File: src/rtl/equiv_miter_monitor.sv
// Equivalence miter: compares y_a (delayed SKEW cycles) against y_b with warm-up blanking,
// sticky failure, saturating statistics and first-mismatch capture. Optional: EQUIV_MITER_ASSERT_EN.
module equiv_miter_monitor #(
  parameter int WIDTH  = 91,
  parameter int SKEW   = 0,
  parameter int WARMUP = 4,
  parameter int CNT_W  = 16
) (
  input  logic             clk,
  input  logic             rst,
  input  logic             in_valid,
  input  logic [WIDTH-1:0] y_a,
  input  logic [WIDTH-1:0] y_b,
  output logic             mismatch,
  output logic             fail,
  output logic [1:0]       state,
  output logic [CNT_W-1:0] cmp_count,
  output logic [CNT_W-1:0] err_count,
  output logic [CNT_W-1:0] first_cycle,
  output logic [WIDTH-1:0] first_diff
);

  typedef enum logic [1:0] {
    ST_WARM   = 2'b00,
    ST_CHECK  = 2'b01,
    ST_FAILED = 2'b10
  } state_t;

  localparam int WW = (WARMUP < 2) ? 1 : $clog2(WARMUP);
  localparam logic [WW-1:0] WARM_LAST = (WARMUP == 0) ? '0 : WW'(WARMUP - 1);

  state_t             state_q;
  logic               mismatch_q;
  logic               fail_q;
  logic [CNT_W-1:0]   cmp_count_q;
  logic [CNT_W-1:0]   err_count_q;
  logic [CNT_W-1:0]   first_cycle_q;
  logic [WIDTH-1:0]   first_diff_q;
  logic [WW-1:0]      warm_q;

  logic [WIDTH-1:0]   a_al;
  logic               cmp_en;
  logic               diff;
  logic [CNT_W-1:0]   cmp_count_d;
  logic [CNT_W-1:0]   err_count_d;

  generate
    if (SKEW == 0) begin : g_noskew
      assign a_al = y_a;
    end else begin : g_skew
      logic [SKEW-1:0][WIDTH-1:0] dly_q;
      // Shifts unconditionally so alignment is independent of in_valid.
      always_ff @(posedge clk) begin
        if (rst) begin
          dly_q <= '0;
        end else begin
          dly_q[0] <= y_a;
          for (int i = 1; i < SKEW; i++) begin
            dly_q[i] <= dly_q[i-1];
          end
        end
      end
      assign a_al = dly_q[SKEW-1];
    end
  endgenerate

  // Case inequality so that X/Z on either side counts as a miscompare.
  assign diff   = (a_al !== y_b);
  assign cmp_en = in_valid && (state_q != ST_WARM);

  always_comb begin
    cmp_count_d = (cmp_count_q == '1) ? cmp_count_q : cmp_count_q + CNT_W'(1);
    err_count_d = (err_count_q == '1) ? err_count_q : err_count_q + CNT_W'(1);
  end

  always_ff @(posedge clk) begin
    if (rst) begin
      state_q       <= ST_WARM;
      mismatch_q    <= 1'b0;
      fail_q        <= 1'b0;
      cmp_count_q   <= '0;
      err_count_q   <= '0;
      first_cycle_q <= '0;
      first_diff_q  <= '0;
      warm_q        <= '0;
    end else begin
      mismatch_q <= cmp_en && diff;
      if (cmp_en) begin
        cmp_count_q <= cmp_count_d;
        if (diff) begin
          err_count_q <= err_count_d;
          fail_q      <= 1'b1;
          if (!fail_q) begin
            first_cycle_q <= cmp_count_q;
            first_diff_q  <= a_al ^ y_b;
          end
        end
      end
      case (state_q)
        ST_WARM: begin
          warm_q <= warm_q + WW'(1);
          if (WARMUP == 0 || warm_q == WARM_LAST) begin
            state_q <= ST_CHECK;
          end
        end
        ST_CHECK: begin
          if (cmp_en && diff) begin
            state_q <= ST_FAILED;
          end
        end
        default: state_q <= ST_FAILED;
      endcase
    end
  end

`ifdef EQUIV_MITER_ASSERT_EN
  always @(posedge clk) begin
    if (!rst && cmp_en) begin
      assert (a_al === y_b);
    end
  end
`endif

  assign mismatch    = mismatch_q;
  assign fail        = fail_q;
  assign state       = state_q;
  assign cmp_count   = cmp_count_q;
  assign err_count   = err_count_q;
  assign first_cycle = first_cycle_q;
  assign first_diff  = first_diff_q;

endmodule

File: config.mk
export PLATFORM = sky130hd
export DESIGN_NAME = equiv_miter_monitor
export DESIGN_NICKNAME = d
export VERILOG_FILES = /design/src/rtl/equiv_miter_monitor.sv
export SDC_FILE = /design/constraint.sdc
export NUM_CORES = 1
export LEC_CHECK = 0
export ABC_AREA = 1
export BUFFER_PORTS_ARGS = -buffer_cell sky130_fd_sc_hd__buf_2
export CORE_MARGIN = 2
export CORE_UTILIZATION = 50
export CTS_BUF_LIST = sky130_fd_sc_hd__clkbuf_4 sky130_fd_sc_hd__clkbuf_8
export CTS_CLUSTER_DIAMETER = 30
export DETAILED_ROUTE_END_ITERATION = 10
export GPL_TIMING_DRIVEN = 1
export PLACE_DENSITY = 0.82
export SYNTH_ARGS = -nofsm -noshare
export SYNTH_HDL_FRONTEND = slang
export SYNTH_SLANG_ARGS = --single-unit
File: constraint.sdc
create_clock -name clk -period 2.37 [get_ports clk]
set_input_delay 0.1185 -clock clk [delete_from_list [all_inputs] [get_ports clk]]
set_output_delay 0.1185 -clock clk [all_outputs]
set_load 0.005 [all_outputs]
==> results of run 1 <==
==> kinds of logic after synthesis <==
family	count (synthesis)	share of synthesized area (%)
buffers and inverters	282	14.56
flip-flops	145	36.00
AO/OA/AOI/OAI	45	3.057
XOR/XNOR	33	3.585
adder cells (fa/ha/maj)	3	0.4656
AND/OR/NAND/NOR	880	42.33
==> sequential cells by signal, summed over array words and instances, names as in the netlist <==
| register | count |
|---|---|
| err_count | 16 |
| mismatch | 1 |
| state | 2 |
| fail | 1 |
| first_cycle | 16 |
| warm_q | 2 |
| first_diff | 91 |
| cmp_count | 16 |
==> metal layers <==
layer	up-vias	wire length, microns
li1	4680	-
met3	47	2031
met1	3813	9477
met5	-	0
met2	286	11210
met4	0	733
==> cell type report <==
cell class / instances / area, sq um
fillers: 1496 / 5522
clock buffers: 23 / 310.3
flip-flops and latches: 145 / 2903
well taps: 216 / 270.3
repair buffers: 341 / 1792
clock inverters: 8 / 126.4
multi-input cells: 961 / 4000
diodes: 4 / 10.01
inverters: 238 / 894.6
==> synth_stat cells, drive strengths merged <==
cell type  count
ha             3
nor4           1
xnor2         15
o21ai         11
a41oi          1
buf           32
xor2          18
nor2         397
clkbuf        12
a21oi         29
a21boi         1
dfxtp        145
nand3b         2
nor3          18
o21a           1
inv          237
nand2        411
nand4          3
clkinv         1
a211oi         2
nand3         48
==> per-stage QoR <==
step	utilization, %	cell area (sq um)
6_report	65.11	10310
5_1_grt	65.11	10310
4_1_cts	65.05	10300
2_1_floorplan	-	8063
3_3_place_gp	62.29	9859
3_5_place_dp	62.29	9859
==> critical path, delay by kind of cell, from the launching register on <==
kind | cells | cell delay, ps
AOI/OAI and AO/OA | 2 | 280
adders and majority gates | 1 | 260
and+or+nand+nor | 6 | 1080
DFF | 1 | 370
==> cell usage in the layout (no fill, tap or decap), drive strengths merged, types with 3 or more instances in the layout <==
cell	n
clkbuf	23
a21oi	29
dfxtp	145
nand2	411
clkinv	3
xor2	18
bufinv	3
nand3	48
xnor2	15
ha	3
nand4	3
o21ai	11
nor3	18
clkinvlp	3
inv	237
diode	4
nor2	397
buf	341
==> power groups by stage <==
stage | registers, mW | clock network (mW) | logic (mW)
floorplan | 3.10 | 0 | 1.25
global placement | 3.06 | 0 | 2.04
detailed placement | 3.08 | 0 | 2.10
CTS | 3.03 | 2.17 | 2.11
global route | 3.07 | 2.26 | 2.40
finish | 3.03 | 2.12 | 2.10
==> worst max path at each step <==
stage	start	slack (ps)	cells past startpoint	to
2_1_floorplan	err_count[0]	640	8	err_count[10]
3_3_place_gp	y_b[5]	180	13	first_cycle[11]
3_5_place_dp	y_b[5]	150	13	first_cycle[11]
4_1_cts	cmp_count[0]	290	9	cmp_count[14]
5_1_grt	cmp_count[0]	60	9	cmp_count[14]
6_report	cmp_count[0]	280	9	cmp_count[14]
==> results list, run 1 <==
* Outcome: finished, final reports clean
- The worst setup path is of the reg2reg kind.
- Slowest library cell on the worst path: sky130_fd_sc_hd__nor2_1
- Max VDD drop: 0.5996 mV
- Setup violations, final: 0
- Before antenna repair, the detailed router went through 5 iterations.
- In this run the number of H-tree levels came out at 4.
* Ports placed on the boundary: 328
* Placeable core region: 0.01583 sq mm
* Worst reg2reg path depth: 9
* Cell count of the worst hold path: 4
- Clock latency on the worst-skew pair: 440 ps
- Clock group share of total power: 29.2%
- Final Wtd Congestion: 0.8900
- Yosys printed 0 warnings.
- Met3 track demand over resource in global routing: 7.695%
* Worst reg2reg startpoint: cmp_count[0]
- For this block, the routed nets add up to 23.45 mm of wire.
- After technology mapping, the gate count stands at 1388.
- Entering global routing, the biggest net connects 48 pins.
- From synthesis to final layout, the design area changed by 27.82%.
- The synthesized netlist contains 27 unique library cells.
- The largest single stage delay on the critical path is 420 ps.
- The mapped netlist covers 0.008063 sq mm.
* Cell Chain, Critical Path: ha_1, nand3_1, nor3_1, nand3_1, nand2_1, nor2_1, nand3_1, o21ai_0, a21oi_1
- Once the clock tree was built, the setup fixing pass inserted 0 buffers.
* Count of final max-slew check failures: 0
* Number of antenna violations at the first check in global routing: 4
* Worst Hold Path EP: first_diff[64]
- Dividing the detail-routed wire length by the instance count gives 12.11 microns.
* CTS sink cnt: 145
- Post-synthesis net count: 1576
* HPWL after detailed placement: 18.29 mm
- The internal portion of the total power is 4.872 mW.
- Setup slack on the worst reg-to-reg path comes out at 280 ps.
* Transition time at the pin with the least slew margin: 590.3 ps
* Final cell count without fillers: 1936
- Clock tree from TritonCTS: yes
* Relative slew slack: 60.29%
- Number of placed cells counting well taps: 1901
* Tmin final: 2086 ps
* Number of vias in the routed layout: 8826
- In the global route stage, overall resource usage came out at 26.33%.
* Most numerous cell on the critical path: sky130_fd_sc_hd__nand3_1
- In this run the worst path has a maximum fanout of 12.
- Top cell type by total area after synthesis: sky130_fd_sc_hd__dfxtp_1
- Unrepaired setup endpoints after global routing: no
- Total power per unit cell area: 702.2 mW/mm^2
* GR Layer Usage met2: 45.78%
* Leakage Power: 6.163 nW
- TritonCTS Buffers: 17
- Most utilized layer in the global route result: met2
- The worst setup path is captured at a flop.
- For this design, the CTS-stage hold fixing added 0 buffers.
- Min setup slack post-route: 284.3 ps
- Yosys attributes the largest share of cell area to sky130_fd_sc_hd__dfxtp_1, sky130_fd_sc_hd__nand2_1, sky130_fd_sc_hd__nor2_1.
- In this run the biggest area consumer among cell types represents 36.00% of the synthesized area.
- Met1 Track Usage GR: 29.96%
- The detailed router finished its first iteration with 342 violations.
* Final layout net count: 1892
- Effective utilization at floorplan: 50.94%
- Final routed DRC violation total: 0
* Startpoint of the most critical hold path: y_a[64]
- Period utilisation layout: 88.00%
- Die boundary height: 131.0 microns
* Final Hold Fails: 0
- The first global-routing pass estimated 35.49 mm of wire.
* End of the worst register-to-register path: cmp_count[14]
- In this run the power spent charging and discharging nets is 2.365 mW.
- Post-cts resize count: 0
- Port buffering added 327 buffers.
- After floorplanning, the core was divided into 46 placement rows.
- The clock arrives with 9.703 ps of skew.
* Yosys reg bits: 145
- Final hold analysis gives a worst-case slack of 18.13 ps.
- Worst EP required: 2700 ps
* Flop pwr share: 41.8%
* Setup_tns: 0 ps
- Per report_power, the combinational group accounts for 29.0% of the total.
- In this run switching power makes up 32.68% of total power.
- The die is 131.0 microns wide.
- Max-cap violations in this run came to 0.
- Antenna Violating Nets Remaining: 0
* Hold WC Path Type: in2reg
* Ratio of cells with drive above 1 in the final layout: 21.97%
* Placement Setup Slack: 154.5 ps
- Share of the yosys chip area belonging to registers: 36.00%
- For this run, the top clock speed supported by timing is 479.5 MHz.
- Total global routing overflow: 0
* Clock Tree Buf Depth: 2
* CTS root buffer: sky130_fd_sc_hd__clkbuf_8
- STA classifies the critical path startpoint as a flop.
* Average vias per placed instance: 4.559
* Die Footprint: 0.01716 sq mm
- Clock transition at the register clock pins on the worst setup and hold paths after CTS: 80 ps
- Data on the critical path arrives at its endpoint at 2420 ps.
* Final Total Pwr: 7.237 mW
- The average instance in the mapped netlist occupies 5.809 sq um.
- Via count of the first global-routing pass: 7609
Note: power is estimated with default switching activity, not from simulation.
==> run 2: changes to the inputs <==
- CORE_ASPECT_RATIO: default -> 0.7
- CORE_UTILIZATION: 50 -> 45
- PLACE_DENSITY: 0.82 -> 0.75
- RECOVER_POWER: default -> 50
==> run 2 against run 1 <==
Against the previous run: final area decreased by 1.2%; critical endpoint is now err_count[1]; critical path depth up 6; global-route usage is 2.8 points lower; count of clock-buffer cells in the layout decreased by 6; setup slack lost 59 ps; largest cell class unchanged; first-iteration DRC count is 46% higher; fmax fell by 2.7%; final cell count up 1.0%; highest routed layer unchanged; sequential power about the same; core utilization is 6.5 points lower.
==> results list, run 2 (synthesis results as in run 1) <==
* Leakage Power: 5.662 nW (was 6.163 nW)
- End of the worst register-to-register path: cmp_count[14] (unchanged)
- Period utilisation layout: 90.49% (was 88.00%)
* Number of antenna violations at the first check in global routing: 2 (was 4)
- CTS root buffer: sky130_fd_sc_hd__clkbuf_8 (unchanged)
- Category of the most critical setup path: in2reg (was reg2reg)
- The overall die height was 116.0 microns (was 131.0 microns).
* Average vias per placed instance: 4.487 (was 4.559)
- The count of nets left with antenna violations after detail routing was 0 (unchanged).
* Highest-count cells in the layout ignoring fill and taps: sky130_fd_sc_hd__nand2_1, sky130_fd_sc_hd__nor2_1, sky130_fd_sc_hd__inv_1 (was sky130_fd_sc_hd__nand2_1, sky130_fd_sc_hd__nor2_1, sky130_fd_sc_hd__buf_2)
- CTS sink cnt: 145 (unchanged)
- Clock latency on the worst-skew pair: 440 ps (about the same)
- Max reg flops: 91 (unchanged)
- Clock Skews: 15.66 ps (was 9.703 ps)
* Area of combinational cells with multiple inputs: 0.004008 sq mm (was 0.004000 sq mm)
- The number of ports placed on the die boundary came to 328 (unchanged).
* Pin count of the biggest net entering global routing: 63 (was 48)
- The length of the first detailed-routing pass in iterations was 5 (unchanged).
- Violation count after the first detailed-routing iteration: 499 (was 342)
- The final routed DRC violation total was 0 (unchanged).
* Register area: 0.002903 sq mm (unchanged)
- Final hold slack: 32.89 ps (was 18.13 ps)
- Unrepaired setup endpoints after global routing: no (unchanged).
* Outcome: finished, final reports clean (unchanged)
- Die outline width: 164.0 microns (was 131.0 microns)
- Launching element of the worst setup path: y_a[64] (was cmp_count[0])
- The number of pins exceeding their max-slew limit in the final report is 0 (unchanged).
- The core occupancy in the finished layout came to 58.64% (was 65.11%).
- The data arrival time of the worst path came to 2470 ps (was 2420 ps).
* Worst reg2reg startpoint: state[1] (was cmp_count[0])
- The area of the core was 0.01737 sq mm (was 0.01583 sq mm).
- The weighted congestion at the end of routability-driven global placement came to 0.9528 (was 0.8900).
- The filler cell count in the final layout came to 1793 (was 1496).
- The area added between synthesis and finish came to 26.30% (was 27.82%).
- Total power per unit cell area: 688.6 mW/mm^2 (was 702.2 mW/mm^2)
* Setup violations, final: 0 (unchanged)
- Design area: 0.01018 sq mm (was 0.01031 sq mm)
- The final critical-path required period was 2145 ps (was 2086 ps).
- Ratio of cells with drive above 1 in the final layout: 15.15% (was 21.97%)
- Final layout net count: 1898 (was 1892)
* Max VDD drop: 0.4094 mV (was 0.5996 mV)
- The CTS tree was yes (unchanged).
* Worst EP required: 2700 ps (about the same)
- The first-pass GRT wire length is 35.62 mm (was 35.49 mm).
* Most common cell after layout, fill and taps aside: sky130_fd_sc_hd__nand2_1 (unchanged)
* Setup_tns: 0 ps (unchanged)
- H-tree lvl count: 4 (unchanged)
* Total global routing overflow: 0 (unchanged)
- Site Rows: 40 (was 46)
- Clock transition at the register clock pins on the worst setup and hold paths after CTS: 80 ps (about the same)
- Relative slew slack: 56.52% (was 60.29%)
- Maximum capacitance violations: 0 (unchanged)
- Worst-case register-to-register setup slack: 310 ps (was 280 ps)
- Hold WC Path Type: in2reg (unchanged)
* Transition time at the pin with the least slew margin: 646.3 ps (was 590.3 ps)
- The type of element capturing the critical path is a flop (unchanged).
* Highest net fanout along the worst path: 34 (was 12)
* TritonCTS Buffers: 17 (unchanged)
* Clock Tree Buf Depth: 2 (unchanged)
* Die Footprint: 0.01902 sq mm (was 0.01716 sq mm)
- HPWL after detailed placement: 17.93 mm (was 18.29 mm)
- Critical path endpoint: err_count[1] (was cmp_count[14])
* Avg WL per Cell: 11.79 microns (was 12.11 microns)
- The vias after detailed routing was 8777 (was 8826).
* Count of port buffers added during placement: 327 (unchanged)
- The number of endpoints with negative hold slack in the final report came to 0 (unchanged).
- The post-detailed-routing wire length came to 23.06 mm (was 23.45 mm).
- Total GRT Usage: 23.57% (was 26.33%)
- Via count of the first global-routing pass: 7536 (was 7609)
- Max frequency: 466.3 MHz (was 479.5 MHz)
- Effective utilization at floorplan: 46.43% (was 50.94%)
- Worst reg2reg path depth: 9 (unchanged)
- Critical Path Start Type: input pin (was flop)
- The cell area after placement came to 0.009867 sq mm (was 0.009859 sq mm).
- The worst hold path cell count was 5 (was 4).
==> run 2: cell types whose count changed in the layout (fill, tap and decap cells not counted), moves of 3 or more <==
| cell | previous run | this run |
|---|---|---|
| sky130_fd_sc_hd__inv_6 | 0 | 3 |
| sky130_fd_sc_hd__clkbuf_1 | 0 | 117 |
| sky130_fd_sc_hd__dlygate4sd3_1 | 0 | 6 |
| sky130_fd_sc_hd__buf_2 | 327 | 209 |
| sky130_fd_sc_hd__clkbuf_8 | 22 | 17 |
| sky130_fd_sc_hd__clkinv_4 | 1 | 5 |
==> run 2: report_power, final <==
part           internal (mW)  switching [mW]
registers               2.82           0.217
clock network          0.945            1.01
logic                  0.795            1.22
total                   4.56            2.45
==> run 2: worst max-delay path, cell delays in order <==
cell                            delay [ps]
sky130_fd_sc_hd__dlygate4sd3_1         550
sky130_fd_sc_hd__buf_2                 130
sky130_fd_sc_hd__xor2_1                150
sky130_fd_sc_hd__nor2_1                100
sky130_fd_sc_hd__nand2_1                70
sky130_fd_sc_hd__nor2_1                150
sky130_fd_sc_hd__nand2_1               110
sky130_fd_sc_hd__nor2_4                180
sky130_fd_sc_hd__nand3_2               170
sky130_fd_sc_hd__buf_4                 280
sky130_fd_sc_hd__nand2_1               120
sky130_fd_sc_hd__buf_4                 160
sky130_fd_sc_hd__inv_1                  50
sky130_fd_sc_hd__nor2_1                 80
sky130_fd_sc_hd__nor2_1                 50
==> run 2: how the worst min path moves through the flow <==
stage,startpoint,slack (ps),endpoint
2_1_floorplan,y_a[2],350,first_diff[2]
3_3_place_gp,first_cycle[6],450,first_cycle[6]
3_5_place_dp,first_cycle[0],460,first_cycle[0]
4_1_cts,y_a[77],1,first_diff[77]
5_1_grt,y_a[78],10,first_diff[78]
6_report,y_a[35],30,first_diff[35]
==> run 2: final cells by class <==
cell class,count,share of cell area [%]
timing repair buffer,347,16.61
clock buffer,17,2.298
tap,231,2.838
clock inverter,15,1.548
inverter,238,8.797
antenna,2,0.04915
sequential,145,28.50
multi-input combinational,961,39.35
==> run 2: timing repair <==
| action | in CTS | in global routing |
|---|---|---|
| setup endpoints to repair | 0 | 79 |
| hold endpoints to repair | 3 | 0 |
| setup buffers | 0 | 0 |
| resized for setup | 0 | 2 |
| hold buffers | 6 | 0 |
==> run 2: through the flow <==
stage / setup WS [ps] / instances / power (mW)
after global placement: 122.5 / 1916 / 5.114
after global routing: 53.84 / 1956 / 7.526
after CTS: 37.18 / 1954 / 7.151
after detailed placement: 79.99 / 1916 / 5.166
after floorplan: 635.6 / 1388 / 4.352
final: 225.4 / 1956 / 7.012
==> run 2: per-layer routing <==
| metal | vias up | track usage (%) | part of all wire, % |
|---|---|---|---|
| li1 | 4692 | - | - |
| met1 | 3745 | 30.57 | 45 |
| met2 | 309 | 38.91 | 45 |
| met3 | 31 | 6.013 | 7.4 |
| met4 | 0 | 7.076 | 1.8 |
| met5 | - | 0 | 0 |
==> run 3: changes to the inputs <==
- PLACE_DENSITY: 0.75 -> 0.82
==> run 3 against run 2 <==
Against the previous run: clock power is essentially flat; register-to-register slack gained 40 ps; final area grew 0.59%; largest power group unchanged; final cell count grew 0.20%; count of clock-buffer cells in the layout grew 3; via count shrank 0.22%; core utilization grew 0.35 points; sequential cell count is the same; global-route usage is essentially flat; sequential share of layout area shrank 0.17 points; highest routed layer unchanged.
==> results list, run 3 (synthesis results as in run 1) <==
- Highest net fanout along the worst path: 34 (unchanged)
* Antenna Violating Nets Remaining: 0 (unchanged)
* Final Hold Fails: 0 (unchanged)
- Outcome: finished, final reports clean (unchanged).
- Area Overhead vs Synth: 27.05% (was 26.30%)
- The least setup slack across all paths after layout is 275.9 ps (was 225.4 ps).
* Final Wtd Congestion: 0.9107 (was 0.9528)
* Leakage Power: 5.683 nW (was 5.662 nW)
* Avg WL per Cell: 11.66 microns (was 11.79 microns)
- The relative contribution of the clock network to total power was 27.8% (was 27.9%).
* Tmin final: 2094 ps (was 2145 ps)
- The switching share of power came to 34.88% (was 34.93%).
- The worst min-delay path category is in2reg (unchanged).
- Cell-internal power: 4.574 mW (was 4.563 mW)
- Wire length on met1: 10.30 mm (was 10.46 mm)
* Highest layer used for signal routing: met4 (unchanged)
* Period utilisation layout: 88.36% (was 90.49%)
* Setup_tns: 0 ps (unchanged)
- CTS sink cnt: 145 (unchanged)
- Average vias per placed instance: 4.468 (was 4.487)
- Number of fill cells in the layout: 1781 (was 1793)
* Post-Route WL: 22.85 mm (was 23.06 mm)
- The power spent charging and discharging nets is 2.450 mW (about the same).
- Type of element capturing the critical path: flop (unchanged)
- DR WL met3: 1.847 mm (was 1.711 mm)
* CTS root buffer: sky130_fd_sc_hd__clkbuf_8 (unchanged)
- Clock tree from TritonCTS: yes (unchanged)
- Placement Setup Slack: 178.4 ps (was 79.99 ps)
- Ports placed on the boundary: 328 (unchanged)
- The number of port buffers is 327 (unchanged).
- The number of setup violations in the final report was 0 (unchanged).
- Number of vias in the routed layout: 8758 (was 8777)
* Portion of total power attributed to combinational logic: 28.9% (was 28.7%)
- Final layout net count: 1901 (was 1898)
- The worst stage delay on the critical path came to 540 ps (was 550 ps).
* Die outline width: 164.0 microns (unchanged)
* Max VDD drop: 0.3647 mV (was 0.4094 mV)
- The via count of the first global-routing pass is 7609 (was 7536).
- Worst EP required: 2710 ps (was 2700 ps)
- Total GRT Usage: 23.60% (was 23.57%)
- Global-route wire length before repair: 35.71 mm (was 35.62 mm)
* H-tree lvl count: 4 (unchanged)
- The reported max-cap violation count came to 0 (unchanged).
- The remaining global-route overflow is 0 (unchanged).
- Site Rows: 40 (unchanged)
- Placeable core region: 0.01737 sq mm (unchanged)
- Flop pwr share: 43.3% (was 43.4%)
- The post-route worst hold slack came to 18.03 ps (was 32.89 ps).
- The transition time at the pin with the least slew margin came to 584.4 ps (was 646.3 ps).
- The type of origin of the critical path is an input pin (unchanged).
- Max reg flops: 91 (unchanged)
- Total power per unit cell area: 685.7 mW/mm^2 (was 688.6 mW/mm^2)
- The cell occurring most often along the worst timing path is sky130_fd_sc_hd__nor2_1 (unchanged).
- The most common cell after layout, fill and taps aside is sky130_fd_sc_hd__nand2_1 (unchanged).
* Final routed DRC violation total: 0 (unchanged)
- Critical path arrival: 2430 ps (was 2470 ps)
* Die Footprint: 0.01902 sq mm (unchanged)
- HPWL after detailed placement: 17.76 mm (was 17.93 mm)
- Unrepaired setup endpoints after global routing: no (unchanged).
- Relative slew slack: 60.68% (was 56.52%)
- The starting utilization of the core area came to 46.43% (unchanged).
* Highest-count cells in the layout ignoring fill and taps: sky130_fd_sc_hd__nand2_1, sky130_fd_sc_hd__nor2_1, sky130_fd_sc_hd__inv_1 (unchanged)
- Number of antenna violations at the first check in global routing: 3 (was 2)
- The length of the first detailed-routing pass in iterations came to 7 (was 5).
* Clock latency on the worst-skew pair: 450 ps (was 440 ps)
- The class of the most critical setup path is in2reg (unchanged).
- The number of buffers created by CTS came to 17 (unchanged).
- Cell Chain, Critical Path: dlygate4sd3_1, buf_2, xor2_1, nor2_1, nand2_1, nor2_1, nand2_1, nor2_2, nand3_2, buf_4, nand2_1, buf_4, inv_1, nor2_1, nor2_1 (was dlygate4sd3_1, buf_2, xor2_1, nor2_1, nand2_1, nor2_1, nand2_1, nor2_4, nand3_2, buf_4, nand2_1, buf_4, inv_1, nor2_1, nor2_1).
- The wire length on met2 is 10.41 mm (was 10.46 mm).
- The overall die height came to 116.0 microns (unchanged).
* Pin count of the biggest net entering global routing: 47 (was 63)
- The worst clock skew came to 14.29 ps (was 15.66 ps).
* Slowest library cell on the worst path: sky130_fd_sc_hd__dlygate4sd3_1 (unchanged)
- The register clock-pin slew on the reported worst setup and hold paths came to 90 ps (was 80 ps).
- The highest achievable clock rate came to 477.5 MHz (was 466.3 MHz).
- Violation count after the first detailed-routing iteration: 669 (was 499)
* Count of final max-slew check failures: 0 (unchanged)
- The share of final-layout standard cells stronger than drive strength 1 came to 15.41% (was 15.15%).
* Clock Tree Buf Depth: 2 (unchanged)
-- run 3: area by class of cell --
type | count | area [sq um] | area share [%]
multi-input combinational | 961 | 4003 | 39.07
sequential | 145 | 2903 | 28.34
timing repair buffer | 350 | 1744 | 17.03
inverter | 238 | 899.6 | 8.782
tap | 231 | 289.0 | 2.822
clock buffer | 20 | 275.3 | 2.687
clock inverter | 12 | 122.6 | 1.197
antenna | 3 | 7.507 | 0.07329
-- run 3: final timing paths --
check | startpoint | endpoint | slack, ps | cells past startpoint
setup / recovery | y_a[64] | err_count[1] | 280 | 15
hold / removal | y_a[78] | first_diff[78] | 20 | 4
setup reg to reg | state[0] | cmp_count[14] | 350 | 9
hold reg to reg | first_cycle[4] | first_cycle[4] | 490 | 2
-- run 3: power by group through the flow --
stage               clock, mW  sequential [mW]  combinational [mW]
global placement            0             3.07                2.04
CTS                      1.99             3.03                2.11
global route             2.11             3.09                2.36
floorplan                   0             3.10                1.25
finish                   1.95             3.04                2.03
detailed placement          0             3.08                2.08
-- run 3: per-stage QoR --
step	instances	instance area [sq um]	power [mW]	util, %
3_3_place_gp	1917	9887	5.109	56.93
3_5_place_dp	1917	9887	5.165	56.93
5_1_grt	1959	10240	7.560	58.97
4_1_cts	1956	10350	7.131	59.63
2_1_floorplan	1388	8063	4.352	-
6_report	1960	10240	7.024	58.98
-- run 3: critical path, delay by kind of cell --
kind / cells / cell delay (ps)
xor+xnor: 1 / 140
buf+inv: 5 / 1180
simple gates: 9 / 990
-- run 3: what timing repair did --
item	CTS	global route
gates resized for setup	0	2
endpoints found under the setup margin	0	14
hold endpoints to repair	5	0
hold buffers	7	0
buffers inserted	0	1
-- run 3: layer usage --
layer / vias to the layer above / global-route usage [%]
met5: - / 0
met4: 0 / 5.906
met3: 24 / 7.588
met2: 289 / 39.33
met1: 3729 / 29.80
li1: 4716 / -
